$ cat src/rtl/fetch_pkg.sv
// Shared types and constants for the instruction fetch/decode block:
// FSM states, opcodes and the {nia, branch} PC-control encodings.
package fetch_pkg;

  typedef enum logic [1:0] {IDLE, REQ, DEC, ADV} state_t;

  localparam logic [3:0] JMP_OP = 4'hC;
  localparam logic [3:0] BEQ_OP = 4'hD;

  localparam logic [1:0] HOLD = 2'b10;
  localparam logic [1:0] SEQ  = 2'b01;
  localparam logic [1:0] JMP  = 2'b00;
  localparam logic [1:0] REL  = 2'b11;

endpackage

$ cat src/rtl/fetch_decoder.sv
// Combinational decode of a fetched instruction (plus zero flag) into the
// PC control pair {nia, branch} and the PC immediate.
module fetch_decoder
  import fetch_pkg::*;
#(
  parameter int AW = 8,
  parameter int IW = 16
) (
  input  logic [IW-1:0] instr,
  input  logic          flag_z,
  output logic          nia,
  output logic          branch,
  output logic [AW-1:0] im
);

  logic [3:0] op;
  logic [1:0] ctl;
  logic       unused_bits;

  assign op          = instr[IW-1:IW-4];
  assign unused_bits = ^instr[IW-5:AW];

  always_comb begin
    ctl = SEQ;
    im  = '0;
    if (op == JMP_OP) begin
      ctl = JMP;
      im  = instr[AW-1:0];
    end else if (op == BEQ_OP && flag_z) begin
      ctl = REL;
      im  = instr[AW-1:0];
    end
  end

  assign {nia, branch} = ctl;

endmodule

$ cat src/rtl/instr_fetch_decode.sv
// Fetches the instruction at the PC over req/ack, hands it downstream with
// valid/ready and steers the PC. FETCH_TIMEOUT_EN adds the ack timeout/retry.
module instr_fetch_decode
  import fetch_pkg::*;
#(
  parameter int AW       = 8,
  parameter int IW       = 16,
  parameter int MAX_WAIT = 15
) (
  input  logic          clk,
  input  logic          rst,
  input  logic [AW-1:0] pc_addr,
  output logic          mem_req,
  output logic [AW-1:0] mem_addr,
  input  logic          mem_ack,
  input  logic [IW-1:0] mem_rdata,
  input  logic          flag_z,
  output logic [IW-1:0] instr,
  output logic          instr_valid,
  input  logic          instr_ready,
  output logic [AW-1:0] im,
  output logic          branch,
  output logic          nia,
  output logic          fetch_err
);

  state_t          state;
  logic            dec_nia;
  logic            dec_branch;
  logic [AW-1:0]   dec_im;

  fetch_decoder #(.AW(AW), .IW(IW)) u_dec (
    .instr  (instr),
    .flag_z (flag_z),
    .nia    (dec_nia),
    .branch (dec_branch),
    .im     (dec_im)
  );

  // Address the PC will hold after this edge; lets the first REQ cycle after
  // ADV present the updated PC even though mem_addr is registered.
  function automatic logic [AW-1:0] pc_after(input logic [AW-1:0] pc,
                                             input logic [1:0]    ctl,
                                             input logic [AW-1:0] off);
    case (ctl)
      SEQ:     return pc + AW'(1);
      JMP:     return off;
      REL:     return pc + off;
      default: return pc;
    endcase
  endfunction

`ifdef FETCH_TIMEOUT_EN
  localparam int WCW = (MAX_WAIT > 1) ? $clog2(MAX_WAIT) : 1;
  logic [WCW-1:0] wait_cnt;
`else
  logic unused_cfg;
  assign unused_cfg = ^MAX_WAIT;
  assign fetch_err  = 1'b0;
`endif

  always_ff @(posedge clk or negedge rst) begin
    if (!rst) begin
      state       <= IDLE;
      mem_req     <= 1'b0;
      mem_addr    <= '0;
      instr       <= '0;
      instr_valid <= 1'b0;
      im          <= '0;
      nia         <= 1'b1;
      branch      <= 1'b0;
`ifdef FETCH_TIMEOUT_EN
      wait_cnt    <= '0;
      fetch_err   <= 1'b0;
`endif
    end else begin
      mem_addr <= pc_after(pc_addr, {nia, branch}, im);
      case (state)
        IDLE: begin
          mem_req <= 1'b1;
          state   <= REQ;
`ifdef FETCH_TIMEOUT_EN
          wait_cnt <= '0;
`endif
        end
        REQ: begin
          if (mem_ack) begin
            instr       <= mem_rdata;
            instr_valid <= 1'b1;
            mem_req     <= 1'b0;
            state       <= DEC;
          end
`ifdef FETCH_TIMEOUT_EN
          // Timeout drops mem_req for one cycle via IDLE, then retries the same PC.
          else if (wait_cnt == WCW'(MAX_WAIT - 1)) begin
            fetch_err <= 1'b1;
            mem_req   <= 1'b0;
            state     <= IDLE;
          end else begin
            wait_cnt <= wait_cnt + WCW'(1);
          end
`endif
        end
        DEC: begin
          if (instr_ready) begin
            {nia, branch} <= {dec_nia, dec_branch};
            im            <= dec_im;
            instr_valid   <= 1'b0;
            state         <= ADV;
          end
        end
        ADV: begin
          {nia, branch} <= HOLD;
          im            <= '0;
          mem_req       <= 1'b1;
          state         <= REQ;
`ifdef FETCH_TIMEOUT_EN
          wait_cnt      <= '0;
`endif
        end
        default: state <= IDLE;
      endcase
    end
  end

endmodule

$ cat config.mk
export PLATFORM = sky130hd
export DESIGN_NAME = instr_fetch_decode
export DESIGN_NICKNAME = d
export VERILOG_FILES = /design/src/rtl/fetch_pkg.sv /design/src/rtl/fetch_decoder.sv /design/src/rtl/instr_fetch_decode.sv
export SDC_FILE = /design/constraint.sdc
export NUM_CORES = 1
export LEC_CHECK = 0
export ABC_AREA = 0
export CELL_PAD_IN_SITES_DETAIL_PLACEMENT = 1
export CELL_PAD_IN_SITES_GLOBAL_PLACEMENT = 1
export CORE_ASPECT_RATIO = 0.75
export CORE_MARGIN = 5
export CORE_UTILIZATION = 39
export DETAILED_ROUTE_END_ITERATION = 10
export PLACE_DENSITY_LB_ADDON = 0.1
export SLEW_MARGIN = 20
export SYNTH_ARGS = -nofsm -noshare
export SYNTH_HDL_FRONTEND = slang
export SYNTH_HIERARCHICAL = 1
export SYNTH_SLANG_ARGS = --single-unit
$ cat constraint.sdc
create_clock -name clk -period 8.1 [get_ports clk]
set_input_delay 1.62 -clock clk [delete_from_list [all_inputs] [get_ports clk]]
set_output_delay 1.62 -clock clk [all_outputs]
set_load 0.01 [all_outputs]
* Word-level counts from Yosys, hierarchy flattened
Cells that the tools add are included.
** Word-level totals
- Logic and storage cells :: 50
- Register bits after elaboration :: 38
- Output and inout port bits :: 37
** Cells by class
- Reductions and logical operators :: 12
- Equal/unequal tests :: 9
- Add/subtract/negate cells :: 2
- Multiplexer cells :: 19
** Operators with widths (count)
- 8-bit 2-to-1 mux :: 3
- 8-bit case mux with 3 select lines :: 1
- 8-bit case mux with 2 select lines :: 1
- 8-bit by 1-bit adder with 8-bit output, second input constant :: 1
- 8-bit adder :: 1
- 4-bit == test, second input constant :: 2
- 2-bit 2-to-1 mux :: 4
- 1-bit case mux with 2 select lines :: 4
- 2-bit AND reduction :: 4
- 2-bit == test, second input constant :: 3
- 2-bit case mux with 3 select lines :: 1
- 2-bit nonzero test :: 3
- 1-bit 2-to-1 mux :: 5
- 2-bit by 1-bit == test with 1-bit output, second input constant :: 2
- 2-bit zero test :: 2
- 2-bit != test, second input constant :: 2
- 3-bit AND reduction :: 1
- 2-bit OR reduction :: 1
- 1-bit logical AND :: 1

* Longest topological paths before layout
Gate-level depths: netlist (run 1).
- Depth after elaboration :: 6
- Mapped depth :: 10
- Mapped depth without buffers :: 8

* Cells and area by module
Netlist (run 1), hierarchy kept.
** By module, submodules not included
- instr_fetch_decode :: sequential area each 952.2 um2, cells each 187, area each 2015.7 um2, instances 1
- fetch_decoder :: sequential area each 0.0 um2, cells each 14, area each 153.9 um2, instances 1

* Least setup slack after synthesis (run 1)
OpenSTA, ideal clock, no wires.
- Kind :: input port to flip-flop
- From :: input port pc_addr[0]
- To :: register mem_addr[6]
- Slack :: 4855 ps
- Path buffers :: 0
- Stages on the path :: 7
- Arrival :: 3108 ps
- Setup time :: 137 ps
- Required time :: 7963 ps
- Cells stage by stage :: ha_1 fa_1 a21o_1 a21oi_2 o21bai_1 a2111oi_0 nor3b_1
** On the way
- Longest elaborated chain between the ends :: 2
** Ends and longest elaborated chain
- start, declared :: line instr_fetch_decode.sv:12 : input logic [AW-1:0] pc_addr,
- 8-bit adder / 8-bit by 1-bit adder with 8-bit output (equally long branches) :: line instr_fetch_decode.sv:48, instr_fetch_decode.sv:46
- 8-bit case mux with 3 select lines (*) :: line instr_fetch_decode.sv:45 : case (ctl)
- end signal, assigned :: line instr_fetch_decode.sv:77 : mem_addr <= pc_after(pc_addr, {nia, branch}, im);
- end, declared :: line instr_fetch_decode.sv:14 : output logic [AW-1:0] mem_addr,
Every way passes the cells marked *; elsewhere a longest branch is shown, timed or not.
A chain may end at the register's enable or synchronous reset.

* Worst setup path after layout (run 1)
Ends and elaborated chain as after synthesis.

==> results.toml, run 1 <==
[status]
outcome = "finished, final reports clean"

[drt]
vias = 1706
ant_nets = 0
routedWlPerCell_um = 15.7
drt-total-wl_um = 5300
vias_per_cell = 5.05
drt_iter0_drc = 63
drt_pre_antenna_iters = 5
drc = 0

[critical_path]
path_depth = 8
crit_start = "pc_addr[0]"
rr_endpoint = "mem_addr[6]$_DFF_PN0_"
rrSetupSlack_ns = 5.30
crit_path_max_fanout = 3
rr_worst_depth = 8
crit_buf_inv = 1
cpPeakStageDelay_ns = 0.43
arrival_ns = 3.68
required_ns = 8.28
start_kind = "primary input"
slowest_stage = "clkdlybuf4s50_1"
path_cells = "clkdlybuf4s50_1 -> ha_1 -> fa_1 -> a21o_1 -> a21oi_2 -> o21bai_1 -> a2111oi_0 -> nor3b_1"
critPathKind = "in -> reg"
worstReg2RegStart = "branch$_DFFE_PN0P_"
critical_path.top_delay_family = "compound AO/OA/AOI/OAI gates"
critPathCapture = "mem_addr[6]$_DFF_PN0_"
crit_path_end_kind = "flop"

[die]
rows = 23
die-area_um2 = 7170
fp.dieW_um = 96.1
dieHeight_um = 74.6
core_area_um2 = 5380
initial_core_util_pct = 40.3
ios = 66

[clocking]
htree_num_levels = 2
cts_tree = "done"
clock_path_buffers = 2
cts_root_buf = "clkbuf_8"
clk_pin_slew_ns = 0.09
ctsHoldBuffers = 0
cts_setup_buffers = 0
worstSkewPairLatency_ns = 0.30
cts-buffers-inserted = 5
ctsResizeCount = 0
cts_sinks = 38

[power_and_ir_drop]
ir_drop_uv = 163
powerDensity_nw_per_um2 = 331
p_leak_nw = 1.24

[grt]
track_usage_pct = 15.9
gr-total-overflow = 0
grt_max_degree = 39
grt_pass1_wl_um = 8760
antenna_found_initial = 0
grt_pass1_vias = 1732

[yosys]
syn_area_per_cell_um2 = 10.8
synth_area_leaders = "dfrtp_1 (43%), mux2_1 (8.8%), ha_1 (6.3%)"
synth_flop_cell = "dfrtp_1"
yosys.area.top_type = "dfrtp_1"
ys_ff_latch = 38
yosysUniqueCellTypes = 41
synth-edff-count = 0
synth.most_common_cell = "dfrtp_1"
postSynth.asyncResetShare_pct = 100
mappedNetlistNets = 242
ys_warn_count = 6
yosys.area.top_type_share_pct = 42.7
synth_common_cells = "dfrtp_1 (37), nand2_1 (19), o21ai_1 (19), mux2_1 (17), ha_1 (11)"
syn-cell-area_um2 = 2170
synth_cells = 201
synth_seq_area_share_pct = 43.9

[layout]
fill_cells = 601
area_growth_pct = 35.8
stdcell_area_um2 = 2950
multi_input_area_um2 = 1140
diodes = 0
ff_latch_area_um2 = 952
nNetsFinal = 303
fin_cells = 338
drive_above_1_share_pct = 10.3
fin_util_pct = 54.7

[sta]
tightest_slew_ns = 0.898
worst_slack_ns = 4.60
period_share_pct = 43.3
clock.fmax_mhz = 285
setup_viol = 0
slew_violations = 0
fin_tns_setup_ns = 0
fin_skew_ns = 0.0116
finalHoldViolCount = 0
relSlewSlack_pct = 40.0
rsz0062_at_grt = "false"
fin_crit_ns = 3.50

[placed_design]
dpl.hpwl_um = 3910
gp_congestion = 0.734
placed_cells = 330
io_buffers = 64
postPlaceCellArea_um2 = 2850
dp_worst_setup_slack_ns = 4.27

[hold_path]
min_path_type = "reg -> reg"

[job]
max_cap_viol_count = 0
how the worst min path moves through the flow:
stage                          startpoint                    end  depth (start not counted)
floorplan            state[1]$_DFFE_PN0P_   state[1]$_DFFE_PN0P_                          2
global placement     instr[8]$_DFFE_PN0P_   instr[8]$_DFFE_PN0P_                          1
detailed placement  instr[11]$_DFFE_PN0P_  instr[11]$_DFFE_PN0P_                          1
CTS                 instr[11]$_DFFE_PN0P_  instr[11]$_DFFE_PN0P_                          1
global route         instr[8]$_DFFE_PN0P_   instr[8]$_DFFE_PN0P_                          1
finish              instr[11]$_DFFE_PN0P_  instr[11]$_DFFE_PN0P_                          1
kinds of logic (layout without fill, tap and decap cells):
kind of cell / count (synthesis) / after routing / synth area share, %
simple gates: 65 / 65 / 19.4
xor+xnor: 3 / 3 / 1.21
fa+ha+maj: 12 / 12 / 7.27
other cells: 1 / 1 / 0.173
buf+inv: 16 / 78 / 3.46
compound gates: 41 / 41 / 12.1
mux: 25 / 25 / 12.6
flops: 38 / 38 / 43.9
where the power goes:
part           leakage [nW]  internal [W]  total, W  switching (W)
Clock                0.0472     0.0000685  0.000141      0.0000721
Combinational         0.728      0.000263  0.000464       0.000201
Sequential            0.465      0.000276  0.000371      0.0000954
state kept, by name, summed over array words and instances, names as in the netlist:
name	flops
instr_valid	1
im	8
instr	16
nia	1
state	2
branch	1
mem_req	1
mem_addr	8
cell type report:
type	instances	area share, %
clock buffers	6	2.80
clock inverters	2	0.425
inverters	5	0.637
multi-input cells	147	38.8
flip-flops and latches	38	32.3
well taps	75	3.19
repair buffers	65	21.8
layout by cell type, fill, tap and decap left out, types with 2 or more instances in the layout:
cell,Yosys,final
clkbuf_8,0,6
nor3_2,2,2
mux2i_1,7,7
xor2_1,2,2
nand2b_1,10,10
a2111oi_0,2,2
a21o_1,4,4
nand3_1,2,2
and3_1,6,6
ha_1,11,11
nor2_1,5,5
nor2b_1,2,2
clkdlybuf4s50_1,0,63
a21oi_1,5,5
o21ai_0,2,2
nand3b_1,3,3
a211oi_2,2,2
inv_1,5,5
mux2_1,17,17
nor3b_2,8,8
nand4_1,3,3
nor3b_1,2,2
o21bai_1,2,2
o21ai_1,19,19
nand2_1,19,19
dfrtp_1,37,37
layer usage:
| layer | global-route usage, % | share of wire (%) | vias to the layer above |
|---|---|---|---|
| li1 | - | - | 828 |
| met1 | 21.8 | 49 | 831 |
| met2 | 25.2 | 45 | 40 |
| met3 | 3.84 | 4.9 | 7 |
| met4 | 4.26 | 1.1 | 0 |
| met5 | 0 | 0 | - |
through the flow:
stage,hold slack (ns),total power (W)
after floorplan,0.506,0.000608
after global placement,0.475,0.000832
after detailed placement,0.482,0.000848
after CTS,0.500,0.000993
after global routing,0.519,0.00105
final,0.494,0.000976
Power figures use the tool's default switching activity.
==> run 2: changes to the inputs <==
--- a/config.mk
+++ b/config.mk
@@ -10,7 +10,7 @@
 export CELL_PAD_IN_SITES_GLOBAL_PLACEMENT = 1
 export CORE_ASPECT_RATIO = 0.75
 export CORE_MARGIN = 5
-export CORE_UTILIZATION = 39
+export CORE_UTILIZATION = 36
 export DETAILED_ROUTE_END_ITERATION = 10
 export PLACE_DENSITY_LB_ADDON = 0.1
 export SLEW_MARGIN = 20
==> constraint.sdc (replaced) <==
create_clock -name clk -period 3.4 [get_ports clk]
set_input_delay 0.68 -clock clk [delete_from_list [all_inputs] [get_ports clk]]
set_output_delay 0.68 -clock clk [all_outputs]
set_load 0.01 [all_outputs]
==> run 2 against run 1 <==
Global-route usage shrank 1.6 points. Worst hold slack is essentially flat. Via count shrank 0.64%. Largest power group unchanged.
==> results.toml, run 2 (synthesis results as in run 1) <==
[critical_path]
cpPeakStageDelay_ns = 0.43
crit_path_max_fanout = 3
rrSetupSlack_ns = 0.82
required_ns = 3.57
crit_path_end_kind = "flop"
slowest_stage = "clkdlybuf4s50_1"
arrival_ns = 2.77
crit_start = "pc_addr[0]"
critPathKind = "in -> reg"
start_kind = "primary input"
path_cells = "clkdlybuf4s50_1 -> ha_1 -> fa_1 -> a21o_1 -> a21oi_2 -> o21bai_1 -> a2111oi_0 -> nor3b_1"
worstReg2RegStart = "nia$_DFFE_PN1P_"

[layout]
stdcell_area_um2 = 3010
fin_util_pct = 51.7
ff_latch_area_um2 = 952
drive_above_1_share_pct = 10.9
largest-register = "instr"
layout_common_cells = "clkdlybuf4s50_1 (63), dfrtp_1 (37), nand2_1 (19), o21ai_1 (19), mux2_1 (17)"
final_common_cell = "clkdlybuf4s50_1"
fill_cells = 650
area_growth_pct = 38.8
diodes = 0
largest_reg_flops = 16
reg_top3 = "instr (16), im (8), mem_addr (8)"
nNetsFinal = 305
multi_input_area_um2 = 1140

[sta]
clock.fmax_mhz = 384
rsz0062_at_grt = "false"
relSlewSlack_pct = 43.6
slew_violations = 0
fin_skew_ns = 0.00887
setup_viol = 0
tightest_slew_ns = 0.846
hold_slack_ns = 0.494
finalHoldViolCount = 0
fin_crit_ns = 2.60
fin_tns_setup_ns = 0
period_share_pct = 76.6

[grt]
track_usage_pct = 14.3
grt_pass1_wl_um = 8950
gr-total-overflow = 0
antenna_found_initial = 0
grt_pass1_vias = 1827
grt_max_degree = 39

[drt]
vias = 1695
drt_iter0_drc = 31
drt_pre_antenna_iters = 4
met1Wirelength_um = 2370
drc = 0
routedWlPerCell_um = 15.1
wl_met2_um = 2530
vias_per_cell = 4.94
drt-total-wl_um = 5170
route.met3.wl_um = 233
dr.max_layer_used = "met4"
ant_nets = 0

[die]
fp.dieW_um = 99.6
dieHeight_um = 77.2
ios = 66
initial_core_util_pct = 37.2
rows = 24
core_area_um2 = 5830
die-area_um2 = 7700

[hold_path]
min_path_type = "in -> async"

[clocking]
ctsHoldBuffers = 0
clock_path_buffers = 2
cts_tree = "done"
ctsResizeCount = 0
cts_sinks = 38
cts-buffers-inserted = 5
htree_num_levels = 2
cts_setup_buffers = 0
worstSkewPairLatency_ns = 0.29
cts_root_buf = "clkbuf_8"
clk_pin_slew_ns = 0.08

[power_and_ir_drop]
powerDensity_nw_per_um2 = 818
p_leak_nw = 1.27
ir_drop_uv = 354

[placed_design]
dpl.hpwl_um = 3890
postPlaceCellArea_um2 = 2870
gp_congestion = 0.761
io_buffers = 64

[job]
max_cap_viol_count = 0

[status]
outcome = "finished, final reports clean"
==> run 2: area by class of cell <==
cell class	instances	area share [%]
multi-input combinational	147	37.9
sequential	38	31.6
timing repair buffer	67	21.9
tap	78	3.24
clock buffer	6	2.74
clock inverter	2	1.99
inverter	5	0.623
==> run 2: power by group <==
| group | switching (W) | internal, W | total, W |
|---|---|---|---|
| combinational | 0.000508 | 0.000638 | 0.00115 |
| sequential | 0.000186 | 0.000657 | 0.000842 |
| clock | 0.000163 | 0.000313 | 0.000476 |
| total | 0.000856 | 0.00161 | 0.00246 |
==> run 2: worst max-delay path: cells and delay by family <==
family,cells,cell delay [ns]
buffers and inverters,1,0.43
AOI/OAI and AO/OA,4,0.88
and+or+nand+nor,1,0.10
adders and majority gates,2,0.67
==> run 2: final timing paths <==
check                                              to  cells past startpoint
worst max register to register  mem_addr[6]$_DFF_PN0_                      8
min in group clk                instr[11]$_DFFE_PN0P_                      1
max in group asynchronous        instr[6]$_DFFE_PN0P_                      1
worst max-delay path            mem_addr[6]$_DFF_PN0_                      8
worst min register to register  instr[11]$_DFFE_PN0P_                      1
worst min-delay path             instr[2]$_DFFE_PN0P_                      1
==> run 2: routing by layer <==
metal	track usage, %	vias up
met1	18.8	821
met5	0	-
met3	3.54	4
met2	23.8	35
met4	2.86	0
li1	-	835
==> run 2: through the flow <==
step                      setup WS, ns  cells  power (W)
after floorplan                  0.701    201    0.00145
after global placement           0.551    335    0.00200
after detailed placement         0.485    335    0.00202
after CTS                        0.775    343    0.00252
after global routing             0.626    343    0.00266
final                            0.796    343    0.00246
==> run 3: changes to the inputs <==
--- a/config.mk
+++ b/config.mk
@@ -10,7 +10,7 @@
 export CELL_PAD_IN_SITES_GLOBAL_PLACEMENT = 1
 export CORE_ASPECT_RATIO = 0.75
 export CORE_MARGIN = 5
-export CORE_UTILIZATION = 36
+export CORE_UTILIZATION = 32
 export DETAILED_ROUTE_END_ITERATION = 10
 export PLACE_DENSITY_LB_ADDON = 0.1
 export SLEW_MARGIN = 20
==> constraint.sdc (replaced) <==
create_clock -name clk -period 2.1 [get_ports clk]
set_input_delay 0.42 -clock clk [delete_from_list [all_inputs] [get_ports clk]]
set_output_delay 0.42 -clock clk [all_outputs]
set_load 0.01 [all_outputs]
==> run 3 against run 2 <==
The run now ends with setup timing left. Worst setup slack worse by 0.92 ns. Non-clock buffer count rose by 33. Sequential share of layout area shrank 2.9 points. Register-to-register slack got worse by 0.94 ns. Cell area up 10%. Via count grew 9.8%. Combinational power grew 89%. Sequential power is 56% higher. Critical endpoint unchanged. Highest routed layer unchanged.
==> results.toml, run 3 (synthesis results as in run 1) <==
[status]
outcome = "complete, but fails checks"
violations = "setup timing"

[clocking]
cts-buffers-inserted = 5
cts_tree = "done"
worstSkewPairLatency_ns = 0.30
cts_root_buf = "clkbuf_8"
htree_num_levels = 2
clock_path_buffers = 2
clk_pin_slew_ns = 0.08
cts_sinks = 38

[critical_path]
critPathCapture = "mem_addr[6]$_DFF_PN0_"
rr_worst_depth = 8
rr_endpoint = "mem_addr[6]$_DFF_PN0_"
crit_path_max_fanout = 5
arrival_ns = 2.39
critPathKind = "reg -> reg"
required_ns = 2.27
path_cells = "nand3b_1 -> ha_2 -> fa_2 -> a21o_1 -> a21oi_2 -> o21bai_1 -> a2111oi_1 -> nor3b_1"
start_kind = "flop"
worstReg2RegStart = "nia$_DFFE_PN1P_"
rrSetupSlack_ns = -0.12
slowest_stage = "dfstp_2"
crit_start = "nia$_DFFE_PN1P_"
cpPeakStageDelay_ns = 0.58
crit_path_end_kind = "flop"

[drt]
wl_met2_um = 2850
routedWlPerCell_um = 15.4
drt-total-wl_um = 5890
route.met3.wl_um = 230
drt_pre_antenna_iters = 4
dr.max_layer_used = "met4"
vias = 1861
drc = 0
met1Wirelength_um = 2740
ant_nets = 0
drt_iter0_drc = 44
vias_per_cell = 4.87

[hold_path]
min_delay_path_depth = 1
min_path_type = "reg -> reg"
holdCritStartpoint = "instr[9]$_DFFE_PN0P_"

[die]
ios = 66
fp.dieW_um = 105
initial_core_util_pct = 32.4
dieHeight_um = 81.3
core_area_um2 = 6700
rows = 26
die-area_um2 = 8540

[layout]
fill_cells = 747
layout_common_cells = "clkdlybuf4s50_1 (62), dfrtp_1 (36), buf_4 (33), nand2_1 (19), o21ai_1 (18)"
final_common_cell = "clkdlybuf4s50_1"
largest-register = "instr"
nNetsFinal = 338
diodes = 0
drive_above_1_share_pct = 24.2
largest_reg_flops = 16
fin_util_pct = 49.5
fin_cells = 382
area_growth_pct = 52.8
reg_top3 = "instr (16), im (8), mem_addr (8)"

[sta]
clock.fmax_mhz = 451
tightest_slew_ns = 0.834
relSlewSlack_pct = 44.3
fin_skew_ns = 0.0128
period_share_pct = 106
worst_slack_ns = -0.120
rsz0062_at_grt = "true"
setup_viol = 2
fin_crit_ns = 2.22
slew_violations = 0
finalHoldViolCount = 0

[power_and_ir_drop]
powerDensity_nw_per_um2 = 1210
p_leak_nw = 1.43
ir_drop_uv = 507

[placed_design]
io_buffers = 64
placed_cells = 363
gp_congestion = 0.748
dp_worst_setup_slack_ns = -0.432
dpl.hpwl_um = 4480

[grt]
grt_max_degree = 21
track_usage_pct = 14.4
gr-total-overflow = 0
antenna_found_initial = 0
grt_pass1_vias = 2020
grt_pass1_wl_um = 9880

[job]
max_cap_viol_count = 0
## run 3: layout make-up
cell class / instances / area (um^2) / share of cell area (%)
Clock buffer: 5 / 68.8 / 2.08
Clock inverter: 3 / 21.3 / 0.642
Inverter: 5 / 18.8 / 0.566
Multi-Input combinational cell: 147 / 1230 / 37.1
Sequential cell: 38 / 953 / 28.8
Tap cell: 84 / 105 / 3.17
Timing Repair Buffer: 100 / 918 / 27.7
## run 3: what timing repair did
action	in CTS	in global routing
resized for setup	13	2
endpoints found under the hold margin	10	0
buffers inserted	6	4
hold buffers	1	0
pin swaps	5	5
endpoints found under the setup margin	2	3
## run 3: how the worst min path moves through the flow
stage / to / slack, ns
floorplan: branch$_DFFE_PN0P_ / 0.12
global placement: instr[8]$_DFFE_PN0P_ / 0.31
detailed placement: instr[8]$_DFFE_PN0P_ / 0.31
CTS: instr[11]$_DFFE_PN0P_ / 0.50
global route: instr[10]$_DFFE_PN0P_ / 0.51
finish: instr[9]$_DFFE_PN0P_ / 0.50
## run 3: metal layers
metal | vias up | GRT usage, %
met3 | 8 | 3.34
met5 | - | 0
met1 | 918 | 18.0
met4 | 0 | 4.21
met2 | 34 | 24.9
li1 | 901 | -
## run 3: where the power goes
| part | switching [W] | internal, W |
|---|---|---|
| Combinational | 0.000961 | 0.00121 |
| Clock | 0.000289 | 0.000233 |
| Sequential | 0.000242 | 0.00107 |
## run 3: worst max-delay path, delay by kind of cell (launching register included)
family	cells	cell delay [ns]
AOI/OAI and AO/OA	4	0.77
adders and majority gates	2	0.55
DFF	1	0.58
and+or+nand+nor	2	0.19
## run 3: metrics by stage
step / setup TNS, ns / hold WS [ns] / total power [W] / instance area (um^2)
6_report: -0.233 / 0.496 / 0.00400 / 3310
5_1_grt: -0.576 / 0.508 / 0.00433 / 3310
4_1_cts: -0.277 / 0.503 / 0.00406 / 3270
3_5_place_dp: -0.984 / 0.313 / 0.00343 / 3080
3_3_place_gp: -0.821 / 0.314 / 0.00339 / 3080
2_1_floorplan: -0.599 / 0.124 / 0.00238 / 2220
